<file path="config.mk">
export PLATFORM = sky130hd
export DESIGN_NAME = imem_boot_loader_flat
export DESIGN_NICKNAME = d
export VERILOG_FILES = /design/src/rtl/imem_boot_loader_if.sv /design/src/rtl/imem_boot_loader.sv /design/src/flat_wrapper.sv
export SDC_FILE = /design/constraint.sdc
export NUM_CORES = 1
export LEC_CHECK = 0
export CORE_MARGIN = 5
export CORE_UTILIZATION = 59
export CTS_BUF_LIST = sky130_fd_sc_hd__clkbuf_4 sky130_fd_sc_hd__clkbuf_8 sky130_fd_sc_hd__clkbuf_16
export DETAILED_ROUTE_END_ITERATION = 8
export GPL_TIMING_DRIVEN = 0
export PLACE_DENSITY_LB_ADDON = 0.05
export SYNTH_ARGS = -nofsm -noshare
export SYNTH_HDL_FRONTEND = slang
export SYNTH_SLANG_ARGS = --single-unit
</file>
<file path="constraint.sdc">
create_clock -name clk -period 9.7 [get_ports clk]
set_input_delay 1.94 -clock clk [delete_from_list [all_inputs] [get_ports clk]]
set_output_delay 1.94 -clock clk [all_outputs]
set_load 0.005 [all_outputs]
</file>
<file path="src/rtl/imem_boot_loader_if.sv">
// Byte-stream input and instruction-memory write bus of the boot loader.
// The source drives start/byte_in/byte_valid and the loader drives the rest.
interface imem_boot_loader_if #(
   parameter int ADDR_W = 8
);
   logic              start;
   logic [7:0]        byte_in;
   logic              byte_valid;
   logic              byte_ready;
   logic              imem_we;
   logic [ADDR_W-1:0] imem_addr;
   logic [31:0]       imem_wdata;
   logic              core_rst;
   logic              busy;
   logic              done;
   logic              error;
   logic [ADDR_W:0]   words_loaded;

   modport master (
      output start, byte_in, byte_valid,
      input  byte_ready, imem_we, imem_addr, imem_wdata,
      input  core_rst, busy, done, error, words_loaded
   );

   modport slave (
      input  start, byte_in, byte_valid,
      output byte_ready, imem_we, imem_addr, imem_wdata,
      output core_rst, busy, done, error, words_loaded
   );
endinterface

</file>
<file path="src/rtl/imem_boot_loader.sv">
// Loads a length-prefixed, XOR-checksummed byte image into imem as big-endian words; 4th byte -> imem_we next cycle.
// byte_ready is a pure function of state (low in WRITE/IDLE/DONE/ERROR); stalls on byte_valid hold all state.
module imem_boot_loader #(
   parameter int ADDR_W    = 8,
   parameter int MAX_WORDS = 256
) (
   input  logic                clk,
   input  logic                rst,
   imem_boot_loader_if.slave   bus
);
   typedef enum logic [2:0] {
      S_IDLE, S_LEN_HI, S_LEN_LO, S_DATA, S_WRITE, S_CSUM, S_DONE, S_ERROR
   } state_t;

   state_t            r_state;
   logic              r_byte_ready;
   logic              r_imem_we;
   logic [ADDR_W-1:0] r_imem_addr;
   logic [31:0]       r_imem_wdata;
   logic              r_core_rst;
   logic              r_busy;
   logic              r_done;
   logic              r_error;
   logic [ADDR_W:0]   r_words_loaded;
   logic [15:0]       r_len;
   logic [23:0]       r_word;
   logic [7:0]        r_xor;
   logic [1:0]        r_idx;

   logic              w_xfer;
   logic [15:0]       w_len;
   logic [ADDR_W:0]   w_wl_inc;

   assign w_xfer   = bus.byte_valid && r_byte_ready;
   assign w_len    = {r_len[15:8], bus.byte_in};
   assign w_wl_inc = r_words_loaded + (ADDR_W+1)'(1);

   // Outputs are registered: each transition also loads the outputs of the state it enters.
   always_ff @(posedge clk or posedge rst) begin
      if (rst) begin
         r_state        <= S_IDLE;
         r_byte_ready   <= 1'b0;
         r_imem_we      <= 1'b0;
         r_imem_addr    <= '0;
         r_imem_wdata   <= '0;
         r_core_rst     <= 1'b1;
         r_busy         <= 1'b0;
         r_done         <= 1'b0;
         r_error        <= 1'b0;
         r_words_loaded <= '0;
         r_len          <= '0;
         r_word         <= '0;
         r_xor          <= '0;
         r_idx          <= '0;
      end else begin
         r_imem_we <= 1'b0;
         case (r_state)
            S_IDLE, S_DONE, S_ERROR: begin
               if (bus.start) begin
                  r_state        <= S_LEN_HI;
                  r_byte_ready   <= 1'b1;
                  r_busy         <= 1'b1;
                  r_core_rst     <= 1'b1;
                  r_done         <= 1'b0;
                  r_error        <= 1'b0;
                  r_words_loaded <= '0;
                  r_idx          <= '0;
                  r_xor          <= '0;
               end
            end
            S_LEN_HI: begin
               if (w_xfer) begin
                  r_len[15:8] <= bus.byte_in;
                  r_state     <= S_LEN_LO;
               end
            end
            S_LEN_LO: begin
               if (w_xfer) begin
                  r_len[7:0] <= bus.byte_in;
                  if (w_len == 16'd0 || w_len > 16'(MAX_WORDS)) begin
                     r_state      <= S_ERROR;
                     r_byte_ready <= 1'b0;
                     r_busy       <= 1'b0;
                     r_error      <= 1'b1;
                  end else begin
                     r_state <= S_DATA;
                  end
               end
            end
            S_DATA: begin
               if (w_xfer) begin
                  r_word <= {r_word[15:0], bus.byte_in};
                  r_xor  <= r_xor ^ bus.byte_in;
                  r_idx  <= r_idx + 2'd1;
                  if (r_idx == 2'd3) begin
                     r_state      <= S_WRITE;
                     r_byte_ready <= 1'b0;
                     r_imem_we    <= 1'b1;
                     r_imem_addr  <= r_words_loaded[ADDR_W-1:0];
                     r_imem_wdata <= {r_word, bus.byte_in};
                  end
               end
            end
            S_WRITE: begin
               r_words_loaded <= w_wl_inc;
               r_byte_ready   <= 1'b1;
               r_state        <= (16'(w_wl_inc) == r_len) ? S_CSUM : S_DATA;
            end
            S_CSUM: begin
               if (w_xfer) begin
                  r_byte_ready <= 1'b0;
                  r_busy       <= 1'b0;
                  if (bus.byte_in == r_xor) begin
                     r_state    <= S_DONE;
                     r_done     <= 1'b1;
                     r_core_rst <= 1'b0;
                  end else begin
                     r_state <= S_ERROR;
                     r_error <= 1'b1;
                  end
               end
            end
            default: r_state <= S_IDLE;
         endcase
      end
   end

   assign bus.byte_ready   = r_byte_ready;
   assign bus.imem_we      = r_imem_we;
   assign bus.imem_addr    = r_imem_addr;
   assign bus.imem_wdata   = r_imem_wdata;
   assign bus.core_rst     = r_core_rst;
   assign bus.busy         = r_busy;
   assign bus.done         = r_done;
   assign bus.error        = r_error;
   assign bus.words_loaded = r_words_loaded;
endmodule
</file>
<file path="src/flat_wrapper.sv">
// flat-port wrapper written by rule: the top's interface ports become plain ports
module imem_boot_loader_flat 
#(
   parameter int ADDR_W    = 8,
   parameter int MAX_WORDS = 256
)
  (clk, rst, bus_start, bus_byte_in, bus_byte_valid, bus_byte_ready, bus_imem_we, bus_imem_addr, bus_imem_wdata, bus_core_rst, bus_busy, bus_done, bus_error, bus_words_loaded);
  imem_boot_loader_if #(.ADDR_W(ADDR_W)) bus_i ();
  input  logic clk;
  input  logic rst;
  input wire logic [$bits(bus_i.start)-1:0] bus_start;
  input wire logic [$bits(bus_i.byte_in)-1:0] bus_byte_in;
  input wire logic [$bits(bus_i.byte_valid)-1:0] bus_byte_valid;
  output wire logic [$bits(bus_i.byte_ready)-1:0] bus_byte_ready;
  output wire logic [$bits(bus_i.imem_we)-1:0] bus_imem_we;
  output wire logic [$bits(bus_i.imem_addr)-1:0] bus_imem_addr;
  output wire logic [$bits(bus_i.imem_wdata)-1:0] bus_imem_wdata;
  output wire logic [$bits(bus_i.core_rst)-1:0] bus_core_rst;
  output wire logic [$bits(bus_i.busy)-1:0] bus_busy;
  output wire logic [$bits(bus_i.done)-1:0] bus_done;
  output wire logic [$bits(bus_i.error)-1:0] bus_error;
  output wire logic [$bits(bus_i.words_loaded)-1:0] bus_words_loaded;
  assign bus_i.start = bus_start;
  assign bus_i.byte_in = bus_byte_in;
  assign bus_i.byte_valid = bus_byte_valid;
  assign bus_byte_ready = bus_i.byte_ready;
  assign bus_imem_we = bus_i.imem_we;
  assign bus_imem_addr = bus_i.imem_addr;
  assign bus_imem_wdata = bus_i.imem_wdata;
  assign bus_core_rst = bus_i.core_rst;
  assign bus_busy = bus_i.busy;
  assign bus_done = bus_i.done;
  assign bus_error = bus_i.error;
  assign bus_words_loaded = bus_i.words_loaded;
  imem_boot_loader #(.ADDR_W(ADDR_W), .MAX_WORDS(MAX_WORDS)) u_core (.clk(clk), .rst(rst), .bus(bus_i));
endmodule
</file>
== Word-level counts from Yosys, hierarchy flattened ==
Index checks and enable logic that the tools add are counted.
W data, S select, Z words.

* Bits in registers: 108
* Input bits: 12
* Output and inout bits: 55

* Add/sub/neg operators: 2
* Magnitude comparators: 1
* Eq/ne operators: 19
* Multiplexer cells: 41
* Bitwise logic cells: 1
* Reductions and logical operators: 21

{| class="wikitable"
|+ Operators by type and width
! kind !! number
|-
| $mux W3 || 8
|-
| $mux W1 || 19
|-
| $pmux W3 S6 || 1
|-
| $pmux W9 S2 || 1
|-
| $eq A9 B16 Y1 || 1
|-
| $gt A16 B9 Y1 const B || 1
|-
| $logic_not A16 Y1 || 1
|-
| $mux W8 || 2
|-
| $pmux W8 S2 || 1
|-
| $ne A2 B1 Y1 const B || 7
|-
| $eq A3 B3 Y1 const B || 4
|-
| $reduce_and A6 Y1 || 2
|-
| $add A9 B1 Y9 const B || 1
|-
| $mux W9 || 1
|-
| $eq A8 B8 Y1 || 1
|-
| $reduce_and A2 Y1 || 4
|-
| $xor A8 B8 Y8 || 1
|-
| $reduce_and A7 Y1 || 1
|-
| $eq A3 B2 Y1 const B || 2
|-
| $pmux W1 S3 || 2
|-
| $reduce_and A3 Y1 || 2
|-
| $reduce_bool A2 Y1 || 3
|-
| $pmux W1 S5 || 1
|-
| $reduce_and A5 Y1 || 1
|-
| 14 further kinds || 17
|}

== Logic depth before layout (Yosys ltp) ==
Gate-level depths: netlist of the first run.

* Depth in word-level cells: 5
* Mapped depth: 8

== Worst setup path before layout of the first run ==
No wires, ideal clock.

* Path type: input port to flip-flop
* From: input bus_byte_in[4]
* To: register u_core.r_state[2]
* Arrival: 3.059 ns
* Required time: 9.573 ns
* Setup slack: 6.514 ns
* Cell stages on the path: 5
* Path buffers: 0
* Cells stage by stage: nor4_1 > a21boi_1 > or4_1 > a32oi_1 > nor3_1

* Cells in the longest elaborated chain, start to end: 5
* Elaborated cells on any way between the ends: 6
* Those cells by class: order compare: 1; mux: 3; reduce/logical: 2

{| class="wikitable"
|+ Ends and longest elaborated chain
! item !! line !! source
|-
| start, declared || flat_wrapper.sv:12 || <nowiki>input wire logic [$bits(bus_i.byte_in)-1:0] bus_byte_in;</nowiki>
|-
| $gt A16 B9 Y1 or $logic_not A16 Y1 (tied branches) || imem_boot_loader.sv:80 || <nowiki>if (w_len == 16'd0 || w_len > 16'(MAX_WORDS)) begin</nowiki>
|-
| $logic_or A1 B1 Y1 * || imem_boot_loader.sv:80 ||
|-
| $mux W3 * || imem_boot_loader.sv:80 ||
|-
| $mux W3 * || imem_boot_loader.sv:78 || <nowiki>if (w_xfer) begin</nowiki>
|-
| $pmux W3 S6 * || imem_boot_loader.sv:57 || <nowiki>case (r_state)</nowiki>
|-
| end signal, assigned || imem_boot_loader.sv:107 || <nowiki>r_state <= (16'(w_wl_inc) == r_len) ? S_CSUM : S_DATA;</nowiki>
|-
| end, declared || imem_boot_loader.sv:15 || <nowiki>state_t r_state;</nowiki>
|}

Mark *: on every way between the ends. The rest lies on a longest branch, timed or not. The select of a mux whose other input is x is not followed.
A chain may end at the register's enable or synchronous reset.

== Worst setup path after layout of the first run ==
* From: input bus_byte_in[5]
* To: register u_core.r_state[2]

Same word-level chain as after synthesis.

==> flow_summary.ini, run 1 <==
[job]
drv_cap = 0

[timing]
skew_ns = 0.009109
fmax_ghz = 0.2733
hold_viol = 0
period_minus_slack_ns = 3.659
fin_crit_sh_pct = 37.72
finalSetupTns_ns = 0
setup_ws_ns = 6.041
slew_viol_final = 0
grt_setup_unrepaired = false
maxSlewHeadroom_pct = 38.16
setup_viol = 0
worst_pin_slew_ns = 0.9179

[worst_setup_path]
cp_top_family = simple AND/OR/NAND/NOR gates
crit_arrival_ns = 3.89
cp_slowest_cell = clkdlybuf4s50_1
required_ns = 9.93
critical_path_buf_inv_count = 1
critPathMaxStageDelay_ns = 0.62
cp-end-kind = register
crit_fanout = 7
startpoint_type = primary input
crit_chain = clkdlybuf4s50_1 -> nor4_1 -> a21boi_1 -> or4_1 -> a32oi_1 -> nor3_1
worstSetupPathType = in -> reg

[synthesis]
synth_mux_area_share_pct = 15.47
netlist_area_sq_um = 4967
synth_xor_area_share_pct = 3.703
synth_compound_gate_area_share_pct = 8.892
yosysWarnings = 0
synthArstFlopShare_pct = 100.0
synth_top_family_by_area = multiplexers
syn_area_per_cell_sq_um = 11.31
synth-edff-count = 0
ys_ff_latch = 108
yosys.area_share.simple_pct = 13.68
netlist.area_leader.share_pct = 53.90
yosysSeqAreaShare_pct = 54.43
synthTopCellsByArea = dfrtp_1, mux2_4, nand2_1
ys.flop_type = dfrtp_1
yosysUniqueCellTypes = 47
syn-instance-count = 439
synth_adder_area_share_pct = 0.5038
syn_nets = 453
yosysTopAreaCell = dfrtp_1
synth.most_common_cell = dfrtp_1
synthTopCellsByCount = dfrtp_1, nand2_1, mux2_4, o21ai_0

[finish]
synthToLayoutAreaGrowth_pct = 20.03
layout.nets = 531
drive_gt1_share_pct = 17.62
fill_cells = 640
antenna_cells = 0

[die]
row_count = 33
die_width_um = 101.8
dieArea_sq_um = 10350
initial_core_util_pct = 60.45
die_height_um = 101.8
coreArea_sq_um = 8217
io_pins = 67

[grt]
grt_pass1_wl_mm = 17.74
track_usage_pct = 21.61
grt_antenna_before_repair = 0
grt_start_max_net_pins = 69
grt_pass1_vias = 3549
grt-ovfl-total = 0

[clock_network]
clockRootBuffer = clkbuf_8
clk_pin_slew_ns = 0.10
cts_resized = 0
cts_sinks = 108
cts_tree = yes
numCtsBuffers = 9
post_cts_buffers = 0
clk_latency_ns = 0.35
hold_buffers = 0
ctsLongestPathBuffers = 2
htree_levels = 3

[drt]
routed_wl_mm = 10.43
via_per_inst = 5.742
vias = 3600
drc = 0
drt_iter0_markers = 136
first_pass_iters = 4
drt.antenna.violating_nets = 0
drt-wirelength-per-cell_um = 16.63

[power_and_ir_drop]
power_density_nw_per_um2 = 234.1
p_leak_uw = 0.002880
irDropWorstVdd_uv = 127.1

[placed_design]
portBuffers = 66
pre_cts_ws_ns = 5.669
dp_hpwl_mm = 7.628
globalplace.congestion = 0.8623

[worst_hold_path]
hold_class = reg -> reg

[outcome]
status = completed
layout by cell type, fill, tap and decap left out, types with 2 or more instances in the layout:
master           instances
clkbuf_1                 6
clkdlybuf4s50_1         66
nand4_1                  6
inv_1                    8
o21ai_0                 37
nor4_1                   6
xnor2_1                 15
o41ai_1                  3
clkbuf_8                 9
nor2_1                  18
clkinvlp_4               2
o31ai_1                  6
and3_1                   3
mux2_2                  18
and2_1                   3
a21o_1                   4
buf_6                    5
xor2_1                   6
a21oi_1                  5
a31oi_1                  3
nand3_1                 12
mux2_4                  37
o21a_1                   3
buf_2                    9
ha_1                     2
nand2_1                 89
nand2b_1                 2
dfrtp_1                107
nor3_1                   4
state kept, by name, indices dropped and copies added (netlist names):
register	cells
u_core.bus.core_rst	1
u_core.r_word	24
u_core.r_idx	2
u_core.r_len	16
u_core.bus.imem_wdata	32
u_core.bus.busy	1
u_core.bus.imem_we	1
u_core.r_state	3
u_core.bus.words_loaded	9
u_core.bus.imem_addr	8
u_core.r_xor	8
u_core.bus.byte_ready	1
u_core.bus.done	1
u_core.bus.error	1
logic make-up after synthesis:
| logic type | Yosys count |
|---|---|
| AO/OA/AOI/OAI | 71 |
| XOR/XNOR | 21 |
| adder cells (fa/ha/maj) | 2 |
| buffers and inverters | 30 |
| flip-flops | 108 |
| multiplexers | 56 |
| AND/OR/NAND/NOR | 151 |
worst min-delay path: stages (launching register included):
cell and delay (ns):
dfrtp_1 0.36, nand2_1 0.05, nand2_1 0.05
cell type report:
class	count	area (sq um)	share of cell area, %
flip-flops and latches	108	2704	45.35
multi-input cells	301	2098	35.19
repair buffers	67	680.7	11.42
clock buffers	10	131.4	2.204
plain buffers	21	131.4	2.204
well taps	105	131.4	2.204
clock inverters	6	48.80	0.8185
inverters	9	36.28	0.6086
final timing paths:
check                      cells past startpoint                   endpoint  slack (ns)                        from
setup / recovery                               6          u_core.r_state[2]        6.04              bus_byte_in[5]
hold / removal                                 2          u_core.r_word[16]        0.49           u_core.r_word[16]
setup reg to reg                               6          u_core.r_state[1]        7.66  u_core.bus.words_loaded[1]
hold reg to reg                                2          u_core.r_word[16]        0.49           u_core.r_word[16]
max in group asynchronous                      3            u_core.r_xor[7]        6.90                         rst
min in group asynchronous                      2  u_core.bus.imem_wdata[29]        2.10                         rst
power by group:
part	leakage [uW]	internal (uW)	switching (uW)
Combinational	0.00137	239	219
Clock	0.0000882	99.2	153
Sequential	0.00142	582	104
through the flow:
stage / hold WS [ns] / instances / total power, uW / instance area, sq um / utilization [%]
detailed placement: 0.4683 / 611 / 1152 / 5782 / 70.37
finish: 0.4875 / 627 / 1396 / 5962 / 72.56
global placement: 0.4614 / 610 / 1129 / 5759 / 70.09
CTS: 0.4918 / 627 / 1403 / 5962 / 72.56
floorplan: 0.4459 / 439 / 977.7 / 4967 / -
global route: 0.5247 / 627 / 1497 / 5962 / 72.56
routing by layer:
| metal | vias to the layer above | wire length [um] | track usage [%] | share of wire [%] |
|---|---|---|---|---|
| met1 | 1779 | 4908 | 31.80 | 47 |
| li1 | 1693 | - | - | - |
| met3 | 13 | 642 | 4.270 | 6.2 |
| met2 | 115 | 4744 | 33.30 | 46 |
| met4 | 0 | 130 | 5.215 | 1.2 |
| met5 | - | 0 | 0 | 0 |
(Power assumes the default switching activity.)
==> run 2: changes to the inputs <==
Settings changed: CORE_UTILIZATION 59 to 55.
Clock period 9.7 ns to 3.7 ns, I/O delays scaled along.
==> flow_summary.ini, run 2 (synthesis results as in run 1) <==
[outcome]
status = completed

[worst_setup_path]
worstSetupPathType = in -> reg
reg2reg_depth = 6
cp_slowest_cell = clkdlybuf4s50_1
required_ns = 3.96
cp-end-kind = register
startpoint_type = primary input
crit_start = bus_byte_in[5]
crit_chain = clkdlybuf4s50_1 -> nor4_1 -> a21boi_1 -> or4_1 -> a32oi_1 -> nor3_1
r2r_setup_slack_ns = 1.63
crit_fanout = 7
critPathCapture = u_core.r_state[2]
worstReg2RegStart = u_core.bus.words_loaded[1]
r2r_end = u_core.r_state[2]
critPathMaxStageDelay_ns = 0.64
crit_arrival_ns = 2.76

[placed_design]
portBuffers = 66
dpl.cell_count = 614
dp_hpwl_mm = 7.613
globalplace.congestion = 0.8633

[clock_network]
ctsLongestPathBuffers = 2
clk_latency_ns = 0.37
clk_pin_slew_ns = 0.10
clockRootBuffer = clkbuf_8
cts_resized = 0
htree_levels = 3
post_cts_buffers = 0
numCtsBuffers = 9
cts_tree = yes
cts_sinks = 108
hold_buffers = 0

[timing]
period_minus_slack_ns = 2.502
worst_pin_slew_ns = 0.9073
maxSlewHeadroom_pct = 38.87
hold_viol = 0
setup_viol = 0
fin_crit_sh_pct = 67.62
fmax_ghz = 0.3997
slew_viol_final = 0
skew_ns = 0.008857
grt_setup_unrepaired = false

[drt]
vias = 3591
routed_wl_mm = 10.72
drc = 0
first_pass_iters = 4
via_per_inst = 5.700
drt.antenna.violating_nets = 0
drt_iter0_markers = 182
drt-wirelength-per-cell_um = 17.01

[die]
row_count = 34
coreArea_sq_um = 8763
initial_core_util_pct = 56.68
dieArea_sq_um = 11030
io_pins = 67
die_height_um = 105.0
die_width_um = 105.0

[finish]
largest_reg_flops = 32
antenna_cells = 0
layout.nets = 531
drive_gt1_share_pct = 17.62
most-common-layout-cells = dfrtp_1, nand2_1, clkdlybuf4s50_1
final_common_cell = dfrtp_1
finalNonFillerCells = 630
fill_cells = 668
synthToLayoutAreaGrowth_pct = 20.93

[job]
drv_cap = 0

[grt]
grt_antenna_before_repair = 0
track_usage_pct = 20.10
grt_pass1_vias = 3554
grt-ovfl-total = 0
grt_start_max_net_pins = 56
grt_pass1_wl_mm = 18.17

[power_and_ir_drop]
p_sw_share_pct = 33.52
power_density_nw_per_um2 = 626.9
power_switching_uw = 1262
p_total_uw = 3766
seqPwrFrac_pct = 47.7
combinationalPowerShare_pct = 31.9
pwr-share-clk_pct = 20.4
irDropWorstVdd_uv = 379.0
p_leak_uw = 0.002902
p_int_uw = 2504

[worst_hold_path]
worstHoldPathCells = 2
hp-start = u_core.r_word[23]
hold_class = reg -> reg
run 2: cell count changes in the layout (fill, tap and decap cells not counted):
cell,delta
clkinvlp_4,-1
clkinv_2,-1
inv_8,+1
buf_12,-1
inv_6,-1
clkbuf_8,+1
bufinv_16,+1
buf_16,+1
run 2: metal layers:
layer,routed length (um),track usage (%),vias up
li1,-,-,1678
met1,5093,29.60,1778
met2,4913,30.67,123
met3,604,4.871,12
met4,106,3.927,0
met5,0,0,-
run 2: worst min path at each step:
stage	end
after floorplan	u_core.r_word[16]
final	u_core.r_word[23]
after global placement	u_core.r_word[17]
after global routing	u_core.r_word[21]
after CTS	u_core.r_word[23]
after detailed placement	u_core.r_word[23]
run 2: worst max-delay path, delay by kind of cell:
kind	cells	cell delay, ns
compound gates	2	0.39
buf+inv	1	0.64
simple gates	3	0.99
run 2: cell type report:
class / count / area (sq um) / share of cell area [%]
inverters: 9 / 36.28 / 0.6040
repair buffers: 67 / 688.2 / 11.46
clock buffers: 11 / 145.1 / 2.416
clock inverters: 5 / 68.82 / 1.146
flip-flops and latches: 108 / 2704 / 45.01
plain buffers: 21 / 131.4 / 2.187
multi-input cells: 301 / 2098 / 34.93
well taps: 108 / 135.1 / 2.250
run 2: per-stage QoR:
stage / setup TNS [ns] / setup WS (ns) / hold WS, ns / area (sq um) / utilization (%)
detailed placement: 0 / 0.8499 / 0.4630 / 5793 / 66.11
global placement: -146.01 / -1.370 / 0.4601 / 5763 / 65.76
CTS: 0 / 1.244 / 0.4874 / 6007 / 68.55
floorplan: 0 / 0.1161 / 0.4459 / 4967 / -
finish: 0 / 1.198 / 0.4848 / 6007 / 68.55
global route: 0 / 1.093 / 0.5202 / 6007 / 68.55
run 2: power groups by stage:
stage | Combinational [uW] | Sequential (uW) | Clock (uW)
after floorplan | 812 | 1750 | 0
after global placement | 1160 | 1800 | 0
after detailed placement | 1200 | 1820 | 0
after CTS | 1210 | 1800 | 786
after global routing | 1340 | 1850 | 834
final | 1200 | 1800 | 767
==> run 3: changes to the inputs <==
Settings changed: CORE_UTILIZATION 55 to 50.
Clock period 3.7 ns to 2.1 ns, I/O delays scaled along.
==> flow_summary.ini, run 3 (synthesis results as in run 1) <==
[timing]
setup_viol = 0
maxSlewHeadroom_pct = 45.30
fmax_ghz = 0.4794
period_minus_slack_ns = 2.086
worst_pin_slew_ns = 0.8188
fin_crit_sh_pct = 99.33
skew_ns = 0.009582
slew_viol_final = 0
setup_ws_ns = 0.01401
hold_viol = 0
grt_setup_unrepaired = true

[worst_hold_path]
hp-start = u_core.r_word[20]
hold_class = reg -> reg

[power_and_ir_drop]
p_leak_uw = 0.002909
power_switching_uw = 2208
power_density_nw_per_um2 = 1080
pwr-share-clk_pct = 18.8
combinationalPowerShare_pct = 32.8
seqPwrFrac_pct = 48.4
p_int_uw = 4320
p_sw_share_pct = 33.82
irDropWorstVdd_uv = 528.2

[clock_network]
clockRootBuffer = clkbuf_8
cts_sinks = 108
clk_pin_slew_ns = 0.10
htree_levels = 3
ctsLongestPathBuffers = 2
clk_latency_ns = 0.36
hold_buffers = 0
cts_tree = yes
numCtsBuffers = 9

[drt]
drc = 0
routed_wl_mm = 10.72
vias = 3517
drt.antenna.violating_nets = 0
drt-wirelength-per-cell_um = 16.36
first_pass_iters = 4
drt_iter0_markers = 195
via_per_inst = 5.369

[grt]
met1_usage_pct = 28.40
grt_util_met3_pct = 4.110
busiest_layer = met2
grt_pass1_vias = 3456
grt-ovfl-total = 0
track_usage_pct = 19.01
grt_antenna_before_repair = 0
grt_start_max_net_pins = 40
grt_pass1_wl_mm = 17.68
met2_usage_pct = 28.55

[finish]
final_common_cell = dfrtp_1
most-common-layout-cells = dfrtp_1, nand2_1, clkdlybuf4s50_1
drive_gt1_share_pct = 18.58
finalNonFillerCells = 655
largest_reg_flops = 32
synthToLayoutAreaGrowth_pct = 21.74
antenna_cells = 0
layout.nets = 531

[worst_setup_path]
crit_start = bus_byte_in[4]
crit_arrival_ns = 2.33
worstSetupPathType = in -> reg
crit_chain = clkdlybuf4s50_1 -> nor4_2 -> a21boi_1 -> or4_1 -> a32oi_1 -> nor3_1
critPathMaxStageDelay_ns = 0.60
startpoint_type = primary input
critical_path_buf_inv_count = 1
cp-end-kind = register
worstReg2RegStart = u_core.r_state[1]
cp_top_family = simple AND/OR/NAND/NOR gates
cp_slowest_cell = clkdlybuf4s50_1
required_ns = 2.35
crit_fanout = 7

[die]
die_width_um = 109.7
coreArea_sq_um = 9729
dieArea_sq_um = 12030
initial_core_util_pct = 51.05
row_count = 36
die_height_um = 109.7
io_pins = 67

[placed_design]
globalplace.congestion = 0.8332
dpl.cell_count = 640
pre_cts_ws_ns = -0.4293
dp_hpwl_mm = 7.636
portBuffers = 66

[job]
drv_cap = 0

[outcome]
status = completed
==> run 3: changes by cell type in the layout (fill, tap and decap cells not counted), moves of 2 or more <==
cell / previous run / this run
nor4_1: 6 / 3
buf_12: 0 / 2
nor4_2: 0 / 3
clkdlybuf4s50_1: 66 / 64
inv_8: 2 / 0
inv_6: 0 / 2
==> run 3: timing repair <==
| item | 4_1_cts | 5_1_grt |
|---|---|---|
| setup endpoints to repair | 1 | 10 |
| resized for setup | 2 | 5 |
| buffers inserted | 0 | 0 |
| cloned | 0 | 0 |
| pin swaps | 0 | 0 |
==> run 3: worst min-delay path: stages, from the launching register on <==
cell	delay, ns
dfrtp_1	0.35
nand2_1	0.05
nand2_1	0.05
==> run 3: layout make-up <==
type / instances / area [sq um]
sequential: 108 / 2704
buffer: 20 / 127.6
clock inverter: 4 / 31.28
multi-input combinational: 301 / 2120
inverter: 9 / 37.54
timing repair buffer: 68 / 701.9
tap: 133 / 166.4
clock buffer: 12 / 158.9
fill: 846 / 3682
==> run 3: final timing paths <==
path,slack [ns],to,cells after the start
max,0.01,u_core.r_state[2],6
min,0.48,u_core.r_word[20],2
max reg2reg,0.16,u_core.bus.words_loaded[7],5
min reg2reg,0.48,u_core.r_word[20],2
max in group asynchronous,0.67,u_core.bus.imem_wdata[23],4
min in group asynchronous,0.54,u_core.bus.imem_wdata[5],2
==> run 3: power groups by stage <==
stage	Clock, uW	Combinational (uW)	Sequential [uW]
3_3_place_gp	0	2060	3180
2_1_floorplan	0	1430	3090
3_5_place_dp	0	2120	3200
4_1_cts	1270	2140	3160
5_1_grt	1350	2380	3260
6_report	1220	2140	3160
==> run 3: per-stage QoR <==
stage | setup TNS [ns] | util, % | hold slack, ns | total power (uW) | area, sq um
after global placement | -83.70 | 59.59 | 0.4623 | 5241 | 5798
final | 0 | 62.15 | 0.4842 | 6528 | 6047
after global routing | -0.1537 | 62.15 | 0.5179 | 6982 | 6047
after floorplan | 0 | - | 0.4459 | 4517 | 4971
after detailed placement | -12.81 | 60.01 | 0.4693 | 5322 | 5838
after CTS | 0 | 62.01 | 0.4936 | 6569 | 6033
==> run 3: metal layers <==
| layer | vias to the layer above | routed length, um |
|---|---|---|
| met5 | - | 0 |
| met4 | 0 | 132 |
| met3 | 14 | 501 |
| met2 | 94 | 4731 |
| met1 | 1723 | 5350 |
| li1 | 1686 | - |
